## config.mk

```make
export PLATFORM = sky130hd
export DESIGN_NAME = seq_divider_flat
export DESIGN_NICKNAME = d
export VERILOG_FILES = /design/src/rtl/seq_divider_pkg.sv /design/src/rtl/seq_divider_if.sv /design/src/rtl/seq_divider_div_step.sv /design/src/rtl/seq_divider.sv /design/src/flat_wrapper.sv
export SDC_FILE = /design/constraint.sdc
export NUM_CORES = 1
export LEC_CHECK = 0
export CAP_MARGIN = 15
export CORE_AREA = 3 3 160 201
export DETAILED_ROUTE_END_ITERATION = 12
export DIE_AREA = 0 0 163 204
export PLACE_DENSITY = 0.67
export RECOVER_POWER = 25
export SETUP_SLACK_MARGIN = 0.02
export SYNTH_ARGS = -nofsm -noshare
export SYNTH_HDL_FRONTEND = slang
export SYNTH_HIERARCHICAL = 1
export SYNTH_SLANG_ARGS = --single-unit
```

## constraint.sdc

```tcl
create_clock -name clk -period 4.47 [get_ports clk]
set_clock_uncertainty 0.2 [all_clocks]
set_input_delay 0.894 -clock clk [delete_from_list [all_inputs] [get_ports clk]]
set_output_delay 0.894 -clock clk [all_outputs]
set_load 0.005 [all_outputs]
```

## src/rtl/seq_divider_pkg.sv

```systemverilog
// Shared types and sizing helpers for the sequential restoring divider.
package seq_divider_pkg;

    // IDLE waits for start; RUN produces one quotient bit per clock.
    typedef enum logic {
        IDLE = 1'b0,
        RUN  = 1'b1
    } state_t;

    localparam int DEF_WIDTH = 32;

    // Iteration counter must hold the value WIDTH itself, hence the extra bit.
    function automatic int cnt_width(input int width);
        return $clog2(width) + 1;
    endfunction

    localparam int CNT_W = cnt_width(DEF_WIDTH);

    // Quotient returned for divide-by-zero and overflow (all ones at the default width).
    localparam logic [DEF_WIDTH-1:0] EXC_QUOTIENT = '1;

endpackage

```

## src/rtl/seq_divider_if.sv

```systemverilog
// Start/busy/done handshake and operand/result bus of the divider.
interface seq_divider_if #(
    parameter int WIDTH = 32
);
    logic                   start;
    logic [2*WIDTH-1:0]     dividend;
    logic [WIDTH-1:0]       divisor;
    logic                   busy;
    logic                   done;
    logic [WIDTH-1:0]       quotient;
    logic [WIDTH-1:0]       remainder;
    logic                   div_by_zero;
    logic                   overflow;

    modport master (
        output start, dividend, divisor,
        input  busy, done, quotient, remainder, div_by_zero, overflow
    );

    modport slave (
        input  start, dividend, divisor,
        output busy, done, quotient, remainder, div_by_zero, overflow
    );
endinterface

```

## src/rtl/seq_divider_div_step.sv

```systemverilog
// One restoring division iteration: shift in the next dividend bit, subtract if it fits.
module div_step #(
    parameter int WIDTH = 32
) (
    input  logic [WIDTH:0]   r,
    input  logic             next_bit,
    input  logic [WIDTH-1:0] divisor,
    output logic [WIDTH:0]   r_next,
    output logic             q_bit
);
    logic [WIDTH:0] shifted;
    logic [WIDTH:0] diff;

    assign shifted = {r[WIDTH-1:0], next_bit};
    assign diff    = shifted - {1'b0, divisor};

    // r stays below divisor, so the shifted value fits in WIDTH+1 bits.
    always_comb begin
        q_bit  = 1'b0;
        r_next = shifted;
        if (shifted >= {1'b0, divisor}) begin
            q_bit  = 1'b1;
            r_next = diff;
        end
    end
endmodule

```

## src/rtl/seq_divider.sv

```systemverilog
// Multi-cycle radix-2 restoring divider: 2*WIDTH-bit dividend / WIDTH-bit divisor.
//
//  state | meaning
//  ------+-------------------------------------------------------------
//  IDLE  | waiting for start; exceptions resolve here in one clock
//  RUN   | one quotient bit per clock, down-counter from WIDTH to 0
module seq_divider
    import seq_divider_pkg::*;
#(
    parameter int WIDTH = 32
) (
    input  logic         clk,
    input  logic         rst,
    seq_divider_if.slave bus
);
    localparam int CW = cnt_width(WIDTH);

    state_t             state;
    logic [CW-1:0]      cnt;
    logic [WIDTH:0]     r_reg;
    logic [WIDTH-1:0]   q_reg;
    logic [WIDTH-1:0]   div_reg;
    logic               busy_q, done_q, dbz_q, ovf_q;
    logic [WIDTH-1:0]   quot_q, rem_q;

    logic [WIDTH:0]     r_next;
    logic               q_bit;
    logic [WIDTH-1:0]   dvd_hi, dvd_lo;

    assign dvd_hi = bus.dividend[2*WIDTH-1:WIDTH];
    assign dvd_lo = bus.dividend[WIDTH-1:0];

    div_step #(.WIDTH(WIDTH)) u_step (
        .r        (r_reg),
        .next_bit (q_reg[WIDTH-1]),
        .divisor  (div_reg),
        .r_next   (r_next),
        .q_bit    (q_bit)
    );

    // Control FSM, datapath registers and registered outputs.
    always_ff @(posedge clk) begin
        if (rst) begin
            state   <= IDLE;
            cnt     <= '0;
            r_reg   <= '0;
            q_reg   <= '0;
            div_reg <= '0;
            busy_q  <= 1'b0;
            done_q  <= 1'b0;
            dbz_q   <= 1'b0;
            ovf_q   <= 1'b0;
            quot_q  <= '0;
            rem_q   <= '0;
        end else begin
            case (state)
                IDLE: begin
                    done_q <= 1'b0;
                    if (bus.start) begin
                        dbz_q <= 1'b0;
                        ovf_q <= 1'b0;
                        if (bus.divisor == '0) begin
                            done_q <= 1'b1;
                            dbz_q  <= 1'b1;
                            quot_q <= '1;
                            rem_q  <= dvd_lo;
                        end else if (dvd_hi >= bus.divisor) begin
                            // Quotient needs more than WIDTH bits.
                            done_q <= 1'b1;
                            ovf_q  <= 1'b1;
                            quot_q <= '1;
                            rem_q  <= '0;
                        end else begin
                            r_reg   <= {1'b0, dvd_hi};
                            q_reg   <= dvd_lo;
                            div_reg <= bus.divisor;
                            cnt     <= CW'(WIDTH);
                            busy_q  <= 1'b1;
                            state   <= RUN;
                        end
                    end
                end
                RUN: begin
                    r_reg <= r_next;
                    q_reg <= {q_reg[WIDTH-2:0], q_bit};
                    cnt   <= cnt - CW'(1);
                    if (cnt == CW'(1)) begin
                        quot_q <= {q_reg[WIDTH-2:0], q_bit};
                        rem_q  <= r_next[WIDTH-1:0];
                        done_q <= 1'b1;
                        busy_q <= 1'b0;
                        state  <= IDLE;
                    end
                end
                default: state <= IDLE;
            endcase
        end
    end

    assign bus.busy        = busy_q;
    assign bus.done        = done_q;
    assign bus.quotient    = quot_q;
    assign bus.remainder   = rem_q;
    assign bus.div_by_zero = dbz_q;
    assign bus.overflow    = ovf_q;
endmodule

```

## src/flat_wrapper.sv

```systemverilog
// flat-port wrapper written by rule: the top's interface ports become plain ports
module seq_divider_flat import seq_divider_pkg::*;
#(
    parameter int WIDTH = 32
)
  (clk, rst, bus_start, bus_dividend, bus_divisor, bus_busy, bus_done, bus_quotient, bus_remainder, bus_div_by_zero, bus_overflow);
  seq_divider_if #(.WIDTH(WIDTH)) bus_i ();
  input  logic clk;
  input  logic rst;
  input wire logic [$bits(bus_i.start)-1:0] bus_start;
  input wire logic [$bits(bus_i.dividend)-1:0] bus_dividend;
  input wire logic [$bits(bus_i.divisor)-1:0] bus_divisor;
  output wire logic [$bits(bus_i.busy)-1:0] bus_busy;
  output wire logic [$bits(bus_i.done)-1:0] bus_done;
  output wire logic [$bits(bus_i.quotient)-1:0] bus_quotient;
  output wire logic [$bits(bus_i.remainder)-1:0] bus_remainder;
  output wire logic [$bits(bus_i.div_by_zero)-1:0] bus_div_by_zero;
  output wire logic [$bits(bus_i.overflow)-1:0] bus_overflow;
  assign bus_i.start = bus_start;
  assign bus_i.dividend = bus_dividend;
  assign bus_i.divisor = bus_divisor;
  assign bus_busy = bus_i.busy;
  assign bus_done = bus_i.done;
  assign bus_quotient = bus_i.quotient;
  assign bus_remainder = bus_i.remainder;
  assign bus_div_by_zero = bus_i.div_by_zero;
  assign bus_overflow = bus_i.overflow;
  seq_divider #(.WIDTH(WIDTH)) u_core (.clk(clk), .rst(rst), .bus(bus_i));
endmodule
```

==> impl_metrics.csv, run 1 <==
group,metric,value,unit
timing,final.min_clock_period,3.98,ns
global_route,grt_first_pass_wirelength,54200,um
finish,final_layout_fill_cell_count,3000,
global_route,global_route.usage.total,20.5,%
clocking,cts_sinks,171,
setup_path,worstSetupPathType,"reg2reg",
logic_synthesis,post_synth_instance_area,10500,um2
timing,setup_repair_after_global_routing_missed_its_margin,"no",
global_route,grt_max_degree,100,
run,timing.max_cap.violations,0,
floorplan,floorplan.rows,71,
route,ant_nets,0,
timing,finalSetupViolCount,0,
timing,relSlewSlack,45.6,%
global_route,global_route.overflow_total,0,
route,via_count,10266,
global_route,grt-busiest-layer,"met2",
clocking,cts_setup_buffers,0,
floorplan,area_enclosed_by_the_die_boundary,33300,um2
clocking,post_cts.resized_instances,0,
placement,place.port_buffers,166,
timing,maxClockFrequency,251,MHz
clocking,clkLatencyLatePin,0.44,ns
power_and_ir_drop,power_per_cell_area,520,nW/um2
clocking,clkSlewWorstSetupHoldPaths,0.06,ns
hold_path,worst_hold_path_type,"reg2reg",
route,totalWireLength,34900,um
route,wl_per_cell,19.3,um
setup_path,cp_data_arrival_time,4.10,ns
clocking,postCtsHoldBufs,0,
floorplan,die_h,204,um
global_route,grt_util_met2,34.6,%
logic_synthesis,syn_avg_cell_area,8.21,um2
clocking,htreeDepth,4,
timing,worst_slew_pin_slew,0.816,ns
timing,worst_hold_slack,0.263,ns
floorplan,start_util,34.9,%
floorplan,coreArea,30200,um2
global_route,use_met1,26.1,%
route,post-route-drc-count,0,
global_route,via_count_of_the_first_global_routing_pass,9978,
finish,drive_above_1_share,9.86,%
clocking,cts_tree,"done",
floorplan,pin_count,167,
placement,gp_congestion,0.951,
route,drtIter0Drc,822,
route,first_pass_iters,5,
power_and_ir_drop,vdd_ir_drop_max,254,uV
clocking,cts_inserted_buffers,17,
setup_path,timing.critical_path.from_type,"flip-flop",
logic_synthesis,yosysWarningCount,6,
timing,final-max-slew-violation-count,0,
global_route,gr-usage-met3,3.69,%
timing,final-hold-violation-count,0,
finish,design.final.nets,1564,
timing,totalNegativeSetupSlack,0,ns
timing,layout_worst_path_cycle_share,89.1,%
clocking,clockRootBuffer,"sky130_fd_sc_hd__clkbuf_16",
clocking,ctsLongestPathBuffers,2,
route,viasPerCell,5.67,
floorplan,die_w,163,um
setup_path,cp-end-kind,"flip-flop",
power_and_ir_drop,leakage,5.28,nW
outcome,status,"finished, final reports clean",
placement,detailed_place_hpwl,25900,um
setup_path,timing.critical_path.required,4.59,ns
logic_synthesis,syn_nets,1448,
global_route,antenna_found_initial,1,
logic_synthesis,synthesis.instances,1282,
setup_path,timing.critical_path.fanout_max,3,
finish,antenna_cells,0,
finish,syn_to_final_growth,25.7,%
## cell type report
class | instances | area, um2 | share of cell area, %
Multi-Input combinational cell | 864 | 6120 | 46.2
Clock inverter | 11 | 194 | 1.46
Sequential cell | 171 | 3430 | 25.9
Timing Repair Buffer | 204 | 2040 | 15.4
Tap cell | 401 | 502 | 3.79
Inverter | 140 | 526 | 3.97
Clock buffer | 20 | 437 | 3.30
## report_power, final
part / total [mW] / internal (mW) / switching, mW
Clock: 1.63 / 0.991 / 0.641
Combinational: 3.41 / 1.37 / 2.04
Sequential: 1.85 / 1.71 / 0.141
## metal layers
layer | share of wire, % | wire length (um)
met5 | 0.057 | 20
met4 | 3.1 | 1080
met3 | 6.1 | 2130
met2 | 49 | 17100
met1 | 42 | 14600
## through the flow
step / instances / total power, mW / util (%) / worst slack (ns) / instance area (um2)
2_1_floorplan: 1282 / 4.25 / - / 0.992 / 10500
3_3_place_gp: 1780 / 5.19 / 41.8 / 0.170 / 12600
3_5_place_dp: 1780 / 5.20 / 41.8 / 0.133 / 12600
4_1_cts: 1811 / 6.86 / 43.8 / 0.583 / 13200
5_1_grt: 1811 / 7.30 / 43.8 / 0.253 / 13200
6_report: 1811 / 6.89 / 43.8 / 0.487 / 13200
## critical path, cell delays in order, from the launching register on
cell                       delay, ns
sky130_fd_sc_hd__dfxtp_1        0.37
sky130_fd_sc_hd__inv_1          0.06
sky130_fd_sc_hd__ha_1           0.22
sky130_fd_sc_hd__fa_1           0.41
sky130_fd_sc_hd__and2b_1        0.28
sky130_fd_sc_hd__o21bai_4       0.09
sky130_fd_sc_hd__a21oi_1        0.22
sky130_fd_sc_hd__o21ai_0        0.23
sky130_fd_sc_hd__a21oi_1        0.34
sky130_fd_sc_hd__o21ai_0        0.20
sky130_fd_sc_hd__a21oi_1        0.30
sky130_fd_sc_hd__mux2i_1        0.28
sky130_fd_sc_hd__a311oi_2       0.10
sky130_fd_sc_hd__a22oi_1        0.21
sky130_fd_sc_hd__nor2_1         0.06
sky130_fd_sc_hd__mux2_2         0.29
## final timing paths
path                                               from                        to  slack, ns  cells after the start
worst max-delay path                   u_core/q_reg[31]  u_core/bus.remainder[30]       0.49                     15
worst min-delay path            u_core/bus.quotient[12]   u_core/bus.quotient[12]       0.26                      2
worst max register to register         u_core/q_reg[31]  u_core/bus.remainder[30]       0.49                     15
worst min register to register  u_core/bus.quotient[12]   u_core/bus.quotient[12]       0.26                      2
## layout by cell type (no fill, tap or decap), types with 4 or more instances in the layout
master                              n
sky130_fd_sc_hd__a221oi_1          63
sky130_fd_sc_hd__a22oi_1           30
sky130_fd_sc_hd__dfxtp_1          170
sky130_fd_sc_hd__o21bai_1           4
sky130_fd_sc_hd__nor2_1            77
sky130_fd_sc_hd__nand3_1           41
sky130_fd_sc_hd__mux2_4             5
sky130_fd_sc_hd__clkbuf_16         17
sky130_fd_sc_hd__a21oi_2            7
sky130_fd_sc_hd__bufinv_16          5
sky130_fd_sc_hd__nor4_1            10
sky130_fd_sc_hd__o21ai_0           88
sky130_fd_sc_hd__buf_4             31
sky130_fd_sc_hd__o31ai_2            4
sky130_fd_sc_hd__xor2_1            10
sky130_fd_sc_hd__buf_12             7
sky130_fd_sc_hd__nor2b_1           35
sky130_fd_sc_hd__nand2b_1           7
sky130_fd_sc_hd__o21a_1             7
sky130_fd_sc_hd__a211oi_1          10
sky130_fd_sc_hd__mux2i_1            5
sky130_fd_sc_hd__or3_1              6
sky130_fd_sc_hd__nor3_1             4
sky130_fd_sc_hd__o211ai_1           4
sky130_fd_sc_hd__a21oi_1          108
sky130_fd_sc_hd__o2bb2ai_1         28
sky130_fd_sc_hd__or2_2              4
sky130_fd_sc_hd__nor3_2             4
sky130_fd_sc_hd__a31oi_1           38
sky130_fd_sc_hd__inv_1            140
sky130_fd_sc_hd__nand4_1           15
sky130_fd_sc_hd__a32oi_1           28
sky130_fd_sc_hd__xnor2_1           18
sky130_fd_sc_hd__ha_1              66
sky130_fd_sc_hd__dlygate4sd3_1     59
sky130_fd_sc_hd__mux2_2            29
sky130_fd_sc_hd__a21o_1            19
sky130_fd_sc_hd__clkdlybuf4s50_1  106
sky130_fd_sc_hd__nand2_1           42
(Power assumes the default switching activity.)
==> inputs of run 2 (changes only) <==
--- a/config.mk
+++ b/config.mk
@@ -11,7 +11,7 @@
 export DIE_AREA = 0 0 163 204
 export PLACE_DENSITY = 0.67
 export RECOVER_POWER = 25
-export SETUP_SLACK_MARGIN = 0.02
+export SETUP_SLACK_MARGIN = 0.1
 export SYNTH_ARGS = -nofsm -noshare
 export SYNTH_HDL_FRONTEND = slang
 export SYNTH_HIERARCHICAL = 1
==> results of run 2 <==
Final layout, timing and power as in run 1 (identical DEF).
